$ cat config.mk
export PLATFORM = sky130hd
export DESIGN_NAME = load_hazard_ctrl
export DESIGN_NICKNAME = d
export VERILOG_FILES = /design/src/rtl/load_hazard_ctrl.sv
export SDC_FILE = /design/constraint.sdc
export NUM_CORES = 1
export LEC_CHECK = 0
export ABC_AREA = 1
export ABC_CLOCK_PERIOD_IN_PS = 6500
export CAP_MARGIN = 20
export CORE_MARGIN = 5
export CORE_UTILIZATION = 25
export DETAILED_ROUTE_END_ITERATION = 8
export GPL_ROUTABILITY_DRIVEN = 0
export PLACE_DENSITY = 0.41
export SYNTH_ARGS = -nofsm -noshare
export SYNTH_HDL_FRONTEND = slang
export SYNTH_SLANG_ARGS = --single-unit
$ cat constraint.sdc
create_clock -name clk -period 6.5 [get_ports clk]
set_input_delay 1.95 -clock clk [delete_from_list [all_inputs] [get_ports clk]]
set_output_delay 1.95 -clock clk [all_outputs]
set_load 0.05 [all_outputs]
$ cat src/rtl/load_hazard_ctrl.sv
// rtl/load_hazard_ctrl.sv - load-use hazard scoreboard, ID stall/bubble control and stall watchdog
module load_hazard_ctrl #(
    parameter int MAX_OUTSTANDING = 2,
    parameter int STALL_TIMEOUT   = 1024,
    parameter int CNT_W           = 16
) (
    input  logic             clk,
    input  logic             rst_n,
    input  logic             id_valid,
    input  logic [4:0]       id_rs1_addr,
    input  logic [4:0]       id_rs2_addr,
    input  logic             id_rs1_used,
    input  logic             id_rs2_used,
    input  logic [4:0]       id_rd_addr,
    input  logic             id_rd_we,
    input  logic             id_is_load,
    input  logic             ex_ready,
    input  logic             flush_in,
    input  logic             ld_done_valid,
    input  logic [4:0]       ld_done_rd,
    output logic             stall_out,
    output logic             bubble_out,
    output logic             issue_out,
    output logic [4:0]       outstanding,
    output logic [CNT_W-1:0] stall_cycles,
    output logic             error_out
);

    localparam int          TMR_W = $clog2(STALL_TIMEOUT) + 1;
    localparam logic [4:0]  MAX_O = 5'(MAX_OUTSTANDING);

    typedef enum logic [1:0] {
        RUN   = 2'd0,
        STALL = 2'd1,
        ERR   = 2'd2
    } state_t;

    state_t           state;
    state_t           state_nxt;
    logic [31:0]      pend;
    logic [4:0]       x0_cnt;
    logic [TMR_W-1:0] timer;

    logic [31:0] done_vec;
    logic [31:0] pend_eff;
    logic        done_hit;
    logic [4:0]  outstanding_eff;
    logic        hazard;
    logic        load_issue;
    logic [31:0] clr_mask;
    logic [31:0] set_mask;

    // Scoreboard view seen by ID: a load completing this cycle is already forwarded
    always_comb begin
        done_vec        = ld_done_valid ? (32'd1 << ld_done_rd) : 32'd0;
        pend_eff        = pend & ~done_vec;
        done_hit        = ld_done_valid & ((ld_done_rd == 5'd0) ? (x0_cnt != 5'd0) : pend[ld_done_rd]);
        outstanding_eff = outstanding - {4'd0, done_hit};
        hazard          = id_valid & ~flush_in &
                          ((id_rs1_used & pend_eff[id_rs1_addr]) |
                           (id_rs2_used & pend_eff[id_rs2_addr]) |
                           (id_rd_we    & pend_eff[id_rd_addr])  |
                           (id_is_load  & (outstanding_eff == MAX_O)));
        load_issue      = issue_out & id_is_load;
        clr_mask        = (done_hit && ld_done_rd != 5'd0) ? done_vec : 32'd0;
        set_mask        = (load_issue && id_rd_addr != 5'd0) ? (32'd1 << id_rd_addr) : 32'd0;
    end

    // Scoreboard update: completion clears first so a same-cycle reissue of that rd stays pending
    always_ff @(posedge clk or negedge rst_n) begin
        if (!rst_n) begin
            pend        <= 32'd0;
            x0_cnt      <= 5'd0;
            outstanding <= 5'd0;
        end else begin
            pend        <= ((pend & ~clr_mask) | set_mask) & ~32'd1;
            x0_cnt      <= x0_cnt + {4'd0, load_issue & (id_rd_addr == 5'd0)}
                                  - {4'd0, done_hit & (ld_done_rd == 5'd0)};
            outstanding <= outstanding + {4'd0, load_issue} - {4'd0, done_hit};
        end
    end

    // Saturating count of cycles spent stalled on a real hazard
    always_ff @(posedge clk or negedge rst_n) begin
        if (!rst_n) begin
            stall_cycles <= '0;
        end else if (hazard && stall_cycles != {CNT_W{1'b1}}) begin
            stall_cycles <= stall_cycles + 1'b1;
        end
    end

    // State register
    always_ff @(posedge clk or negedge rst_n) begin
        if (!rst_n) begin
            state <= RUN;
        end else begin
            state <= state_nxt;
        end
    end

    // Consecutive-stall timer; the first hazard cycle in RUN counts as 1
    always_ff @(posedge clk or negedge rst_n) begin
        if (!rst_n) begin
            timer <= '0;
        end else begin
            case (state)
                RUN:     timer <= hazard ? TMR_W'(1) : '0;
                STALL:   timer <= hazard ? timer + 1'b1 : '0;
                default: timer <= timer;
            endcase
        end
    end

    // Next-state: a hazard held for STALL_TIMEOUT cycles locks into ERR
    always_comb begin
        state_nxt = state;
        case (state)
            RUN: begin
                if (hazard) state_nxt = STALL;
            end
            STALL: begin
                if (!hazard)                                  state_nxt = RUN;
                else if (timer == TMR_W'(STALL_TIMEOUT - 1)) state_nxt = ERR;
            end
            default: state_nxt = ERR;
        endcase
    end

    // Outputs: zero-latency stall, forced quiet while reset is asserted
    always_comb begin
        stall_out  = rst_n & (hazard | (state == ERR));
        bubble_out = stall_out;
        issue_out  = rst_n & id_valid & ex_ready & ~stall_out & ~flush_in;
        error_out  = (state == ERR);
    end

endmodule

# == Yosys cells after proc, flatten, opt, wreduce, memory -nomap -nowiden ==
# Cells that the tools add are included.
# word_totals
ff_bits,70
input_bits,30
out_inout_bits,25
# op_classes
n_addsub,7
magnitude_cmp,4
eq_ne,7
shifts,2
muxes,19
bitwise_logic,26
n_reduce_logical,11
# op_table
op,count
$mux W32,3
$and A32 B32 Y32,2
$not A32 Y32,2
$shl A1 B5 Y32 const A,2
$or A32 B32 Y32,1
$lt A5 B6 Y1 const B,4
$pmux W11 S2,1
$bmux W1 S5,4
$add A16 B1 Y16 const B,1
$ne A16 B16 Y1 const B,1
$and A1 B1 Y1,15
$reduce_bool A5 Y1,3
$sub A5 B1 Y5,3
$add A11 B1 Y11 const B,1
$eq A11 B10 Y1 const B,1
$mux W11,1
$add A5 B1 Y5,2
$logic_not A5 Y1,2
$mux W1,6
$mux W2,3
$eq A5 B2 Y1 const B,1
$or A1 B1 Y1,4
$pmux W2 S2,1
$logic_and A1 B1 Y1,3
8 further kinds,9

# == Longest topological paths before layout ==
# Gate-level depths: netlist of run 1.
# depth
word_depth,20
ltp_mapped,25

# == Worst setup path after synthesis of run 1 ==
# OpenSTA, ideal clock, no wires.
# synth_path
path_type,input port to output port
start,in ld_done_rd[1]
end,out stall_out
arrival_time_ps,5327
required_ps,4550
slack_ps,-777
path_stages,16
path_buffers,2
path_cell_list,nor2_2 > buf_6 > a22oi_1 > nand3_1 > o21ai_0 > a31o_2 > a31o_2 > a31oi_1 > ha_1 > nand2_1 > nor4_1 > nand3_1 > nand3_2 > o21ai_4 > a21boi_0 > buf_4
# synth_via
elab_chain_cells,13
# synth_rtl
item,line,text
start: declaration,20,"input logic [4:0] ld_done_rd,"
"parallel branches: the longest is 9 deep, another holds $sub A5 B1 Y5",-,
$or A1 B1 Y1 (*),62,(id_rd_we & pend_eff[id_rd_addr]) |
$and A1 B1 Y1 (*),59,hazard = id_valid & ~flush_in &
$or A1 B1 Y1 (*),131,stall_out = rst_n & (hazard | (state == ERR));
$and A1 B1 Y1 (*),131,
end: declaration,21,"output logic stall_out,"
# Every way passes the cells marked *. The select of a mux whose other input is x is not followed.

# == Worst setup path in the final report of run 1 ==
# layout_path
start,in ld_done_rd[2]
end,out issue_out
# layout_via
elab_chain_cells,16
# layout_rtl
item,line,text
"parallel branches: the longest is 9 deep, another holds $sub A5 B1 Y5",-,
$or A1 B1 Y1 (*),62,
$and A1 B1 Y1 (*),59,
$or A1 B1 Y1 (*),131,
$and A1 B1 Y1 (*),131,
$not A1 Y1 (*),133,issue_out = rst_n & id_valid & ex_ready & ~stall_out & ~flush_in;
$and A1 B1 Y1 (*) (2 in series),133,
end: declaration,23,"output logic issue_out,"
# Marks and branches as above.

==> results.json, run 1 <==
{
  "status": "complete, no violations",
  "detail_route.wl_per_cell_microns": 17.2,
  "ys_ff_latch": 70,
  "start_util_pct": 25.5,
  "finalClockSkew_ns": 0.00956,
  "dp_hpwl_microns": 15200,
  "synth_area_leader_cell": "dfrtp_1",
  "synth-edff-count": 0,
  "grt_usage_pct": 16.3,
  "cp-start-kind": "input port",
  "endpoint_kind": "output pin",
  "drive_gt1_share_pct": 16.4,
  "design_area_sq_um": 7070,
  "timing.hold.ws_ns": 0.428,
  "rr_worst_depth": 23,
  "cts-root-buf": "clkbuf_16",
  "ant_nets": 0,
  "route.detailed.drc": 0,
  "die_area_sq_um": 24600,
  "r2r-end": "x0_cnt[4]",
  "path_class": "input port to output pin",
  "clkTransAtPathRegs_ns": 0.07,
  "maxCapViolations": 0,
  "vias": 5615,
  "post-route-period-util_pct": 97.8,
  "setup_violations": 0,
  "reg2reg_slack_ns": 2.36,
  "final_net_count": 914,
  "cp_max_fo": 8,
  "grt_pass1_wl_microns": 31700,
  "crit_path_top_delay_cell": "dlygate4sd2_1",
  "viasPerCell": 4.90,
  "dr.pass1.iters": 6,
  "clockBufferDepth": 2,
  "syn2layout_area_growth_pct": 31.3,
  "ctsHtreeMaxLevel": 3,
  "finalHoldViolCount": 0,
  "async_flop_share_pct": 100,
  "ys.flop_type": "dfrtp_1",
  "ios": 55,
  "place_area_sq_um": 6680,
  "wirelength_microns": 19700,
  "hold_path.class": "flop to flop",
  "ys_seq_area_share_pct": 32.5,
  "crit_top_cell": "nand3_1",
  "cp.arrival_ns": 4.41,
  "hp-start": "state[1]",
  "cts_hold_buffers": 0,
  "ys_types": 47,
  "clkSinkCount": 70,
  "synth_top_area_share_pct": 32.5,
  "worstHoldEndpoint": "state[0]",
  "reg2reg_from": "pend[8]",
  "num_rows": 53,
  "syn_nets": 812,
  "drv_slew": 0,
  "critPathMaxStageDelay_ns": 0.29,
  "p_total_uw": 1630,
  "hold_depth": 1,
  "die_w_microns": 157,
  "drtIter0Drc": 313,
  "rsz0062_at_grt": "no",
  "worst_ep_required_time_ns": 4.55,
  "insertion_delay_ns": 0.35,
  "yosys-top-cells-area": "dfrtp_1, nand3_1, nand2_1",
  "synth_cells": 764,
  "layout_min_cycle_time_ns": 6.36,
  "power_density_nw_per_um2": 231,
  "path_cells": "dlygate4sd2_1 -> buf_4 -> buf_4 -> nor2_2 -> nand3_1 -> nand3_1 -> nand3_1 -> nand3_1 -> nand3_1 -> nand3_1 -> nand2_1 -> nand2_1 -> nand3_2 -> nor2_1 -> nand4_2 -> inv_2 -> buf_12",
  "grt_max_degree": 52,
  "grt_overflow": 0,
  "fin_cells": 1146,
  "die_h_microns": 157,
  "max_slew_margin_pct": 54.5,
  "grt_pass1_vias": 5646,
  "yosys_warnings": 0,
  "cts_buffers": 9,
  "p_leak_uw": 0.00317,
  "insertedDiodeCount": 0,
  "netlist_area_sq_um": 5390,
  "dp_cells": 1127,
  "max_freq_ghz": 0.157,
  "core_area_sq_um": 21100,
  "peakVddDrop_mv": 0.191,
  "worst_slew_pin_slew_ns": 0.682,
  "final.setup.tns_ns": 0,
  "avgSynthCellArea_sq_um": 7.05,
  "cts_tree": "yes",
  "port_buffers": 54,
  "antenna_found_initial": 0
}
-- repair_timing --
item / in CTS / in global routing
hold endpoints to repair: 0 / 0
pin swaps: 8 / 7
buffers inserted: 3 / 1
setup endpoints to repair: 3 / 3
resized for setup: 29 / 8
-- kinds of logic (layout without fill, tap and decap cells) --
kind of cell    Yosys count  in the layout  share of synthesized area, %
compound gates           77             77                          9.36
simple gates            450            450                          39.5
flops                    70             70                          32.5
xor+xnor                 29             29                          4.72
fa+ha+maj                18             18                          4.46
buf+inv                 120            227                          9.48
-- report_power, final --
group,internal (uW),switching [uW]
Combinational,222,352
Clock,301,215
Sequential,487,56.8
Total,1010,623
-- critical path: cells and delay by family --
| kind | cells | cell delay [ns] |
|---|---|---|
| buffers and inverters | 5 | 0.86 |
| and+or+nand+nor | 12 | 1.58 |
-- metal layers --
layer / up-vias / GRT usage (%) / share of wire, %
met5: - / 0 / 0
met4: 0 / 3.51 / 1.4
met3: 22 / 3.82 / 5.4
met2: 146 / 25.4 / 44
met1: 2632 / 23.2 / 49
li1: 2815 / - / -
-- cell usage in the layout, fill, tap and decap left out, types with 16 or more instances in the layout --
cell             netlist  final
nand3_1              172    172
nor2_1                40     38
xor2_1                18     18
nand4_1               32     32
buf_4                  3     74
nand2_1              168    167
inv_1                 76     71
clkdlybuf4s50_1        0     44
dfrtp_1               70     70
ha_1                  16     16
-- flip-flops by register name, indices dropped and copies added, names as in the netlist --
signal,flops
outstanding,5
pend,31
stall_cycles,16
state,2
timer,11
x0_cnt,5
-- Yosys cell counts, types with 6 or more instances --
| cell type | n |
|---|---|
| nand3_1 | 172 |
| nand2_1 | 168 |
| inv_1 | 76 |
| dfrtp_1 | 70 |
| nor2_1 | 40 |
| nand4_1 | 32 |
| clkbuf_1 | 19 |
| o21ai_0 | 18 |
| xor2_1 | 18 |
| ha_1 | 16 |
| nor4_1 | 16 |
| a21oi_1 | 11 |
| xnor2_1 | 11 |
| o22ai_1 | 10 |
| buf_2 | 9 |
| o21ai_1 | 8 |
| o21ai_2 | 8 |
| a22oi_1 | 6 |
-- final cells by class --
cell class | instances | area, sq um
fillers | 2323 | 14000
clock inverters | 7 | 78.8
flip-flops and latches | 70 | 1750
clock buffers | 9 | 225
well taps | 275 | 344
repair buffers | 130 | 1160
inverters | 81 | 304
multi-input cells | 574 | 3210
-- metrics by stage --
stage / setup slack [ns] / util [%]
2_1_floorplan: 0.149 / -
3_3_place_gp: -0.447 / 31.7
3_5_place_dp: -0.424 / 31.7
6_report: 0.143 / 33.5
4_1_cts: 0.0534 / 33.4
5_1_grt: 0.0141 / 33.5
-- worst max path at each step --
stage | startpoint | end | slack, ns | depth (start not counted)
final | ld_done_rd[2] | issue_out | 0.14 | 17
after global routing | ld_done_rd[2] | issue_out | 0.01 | 18
after CTS | ld_done_rd[1] | stall_out | 0.05 | 18
after detailed placement | ld_done_rd[1] | stall_out | -0.42 | 17
after global placement | ld_done_rd[0] | stall_out | -0.45 | 19
after floorplan | ld_done_rd[1] | stall_out | 0.15 | 16
Note: power is estimated with default switching activity, not from simulation.
==> inputs of run 2 (changes only) <==
--- a/config.mk
+++ b/config.mk
@@ -9,10 +9,11 @@
 export ABC_CLOCK_PERIOD_IN_PS = 6500
 export CAP_MARGIN = 20
 export CORE_MARGIN = 5
-export CORE_UTILIZATION = 25
+export CORE_UTILIZATION = 55
 export DETAILED_ROUTE_END_ITERATION = 8
 export GPL_ROUTABILITY_DRIVEN = 0
-export PLACE_DENSITY = 0.41
+export PLACE_DENSITY = 0.77
+export SKIP_LAST_GASP = 1
 export SYNTH_ARGS = -nofsm -noshare
 export SYNTH_HDL_FRONTEND = slang
 export SYNTH_SLANG_ARGS = --single-unit
==> run 2 against run 1 <==
Effect of this change:
- fmax up 0.27%
- combinational power barely moved
- highest routed layer unchanged
- sequential power about the same
- cell area is 6.2% lower
- power shrank 9.9%
- routed wire length fell by 12%
- clock skew up 0.0020 ns
- clock power decreased by 31%
==> results.json, run 2 (synthesis gave the netlist of run 1 again) <==
{
  "status": "complete, no violations",
  "ios": 55,
  "maxCapViolations": 0,
  "post-route-period-util_pct": 97.5,
  "finalClockSkew_ns": 0.0115,
  "final_net_count": 890,
  "grt_max_degree": 44,
  "final.setup.tns_ns": 0,
  "setup_violations": 0,
  "path_class": "input port to output pin",
  "drv_slew": 0,
  "cp_max_fo": 6,
  "r2r-end": "outstanding[4]",
  "dr.pass1.iters": 7,
  "max_freq_ghz": 0.158,
  "grt_overflow": 0,
  "layout.cells.most_common_list": "nand3_1, nand2_1, inv_1, dfrtp_1, buf_4",
  "start_util_pct": 55.9,
  "worst_ep_required_time_ns": 4.55,
  "p_leak_uw": 0.00303,
  "crit_buf_inv": 5,
  "largest_reg_flops": 31,
  "critPathMaxStageDelay_ns": 0.30,
  "core_area_sq_um": 9640,
  "die_h_microns": 109,
  "clockBufferDepth": 2,
  "peakVddDrop_mv": 0.317,
  "ctsHtreeMaxLevel": 3,
  "ant_nets": 0,
  "cp-start-kind": "input port",
  "route.detailed.drc": 0,
  "crit_path_top_delay_cell": "ha_1",
  "cp.arrival_ns": 4.39,
  "insertion_delay_ns": 0.37,
  "rsz0062_at_grt": "no",
  "grt_pass1_vias": 5728,
  "dp_hpwl_microns": 12700,
  "regMostFlops": "pend",
  "finalHoldViolCount": 0,
  "detail_route.wl_per_cell_microns": 17.7,
  "viasPerCell": 6.16,
  "cts_buffers": 9,
  "power_density_nw_per_um2": 222,
  "max_slew_margin_pct": 52.5,
  "hp-start": "state[1]",
  "insertedDiodeCount": 0,
  "vias": 6026,
  "hold_depth": 1,
  "top_regs": "pend: 31 flops, stall_cycles: 16 flops, timer: 11 flops",
  "grt_usage_pct": 29.4,
  "timing.hold.ws_ns": 0.433,
  "path_cells": "buf_4 -> inv_1 -> nand2_2 -> inv_4 -> buf_4 -> a22oi_2 -> o21ai_1 -> o221ai_2 -> a31oi_4 -> ha_1 -> nand2_1 -> nor4_2 -> nand3_1 -> nand3_2 -> o21ai_4 -> a21boi_4 -> buf_12",
  "layout_commonest_cell": "nand3_1",
  "num_rows": 36,
  "port_buffers": 54,
  "reg2reg_slack_ns": 2.26,
  "reg2reg_from": "pend[3]",
  "antenna_found_initial": 0,
  "final_util_pct": 68.8,
  "crit_top_cell": "buf_4",
  "syn2layout_area_growth_pct": 23.1,
  "worstHoldEndpoint": "state[0]",
  "grt_pass1_wl_microns": 27300,
  "cts-root-buf": "clkbuf_8",
  "die_w_microns": 109,
  "drtIter0Drc": 782,
  "wirelength_microns": 17400,
  "rr_worst_depth": 23,
  "die_area_sq_um": 11900,
  "endpoint_kind": "output pin",
  "hold_path.class": "flop to flop",
  "critical-path-top-delay-family": "compound AO/OA/AOI/OAI gates",
  "clkTransAtPathRegs_ns": 0.08,
  "layout_min_cycle_time_ns": 6.34,
  "worst_slew_pin_slew_ns": 0.712,
  "clkSinkCount": 70,
  "drive_gt1_share_pct": 14.5,
  "cts_hold_buffers": 0,
  "cts_tree": "yes",
  "p_total_uw": 1470
}
-- run 2: final cells by class --
type / count / area (sq um)
Timing Repair Buffer: 106 / 982
Clock inverter: 6 / 63.8
Sequential cell: 70 / 1750
Fill cell: 816 / 3010
Clock buffer: 9 / 124
Inverter: 81 / 314
Multi-Input combinational cell: 574 / 3230
Tap cell: 133 / 166
-- run 2: worst max path at each step --
stage                      end  depth (start not counted)     startpoint
global route         stall_out                         18  ld_done_rd[1]
detailed placement   issue_out                         18  ld_done_rd[1]
floorplan            stall_out                         16  ld_done_rd[1]
global placement    bubble_out                         17  ld_done_rd[1]
finish              bubble_out                         17  ld_done_rd[1]
CTS                  stall_out                         15  ld_done_rd[3]
-- run 2: per-stage QoR --
step	cell area [sq um]	std cells	setup WS (ns)
floorplan	5400	764	0.149
global placement	6260	956	-0.337
detailed placement	6260	956	-0.419
CTS	6530	975	0.00960
global route	6630	979	0.0269
finish	6630	979	0.160
-- run 2: what timing repair did --
item,in CTS,in global routing
setup buffers,4,5
pin swaps,5,11
setup endpoints to repair,3,3
resized for setup,21,27
-- run 2: worst reg2reg max path: cells and delay by family, from the launching register on --
family,cells,cell delay (ns)
AO/OA/AOI/OAI,7,1.28
XOR/XNOR,1,0.16
adder cells (fa/ha/maj),4,1.10
buffers and inverters,4,0.52
flip-flops,1,0.44
AND/OR/NAND/NOR,7,0.59
-- run 2: where the power goes --
group	switching, uW	leakage [uW]	internal [uW]
logic	356	0.00205	218
clock network	180	0.0000911	174
registers	57.8	0.000885	487
total	593	0.00303	879
-- run 2: routing by layer --
layer | vias up | wire length (microns) | GRT usage [%]
li1 | 2763 | - | -
met3 | 100 | 1960 | 8.29
met1 | 2723 | 6530 | 35.5
met4 | 0 | 924 | 15.1
met5 | - | 0 | 0
met2 | 440 | 7950 | 47.9
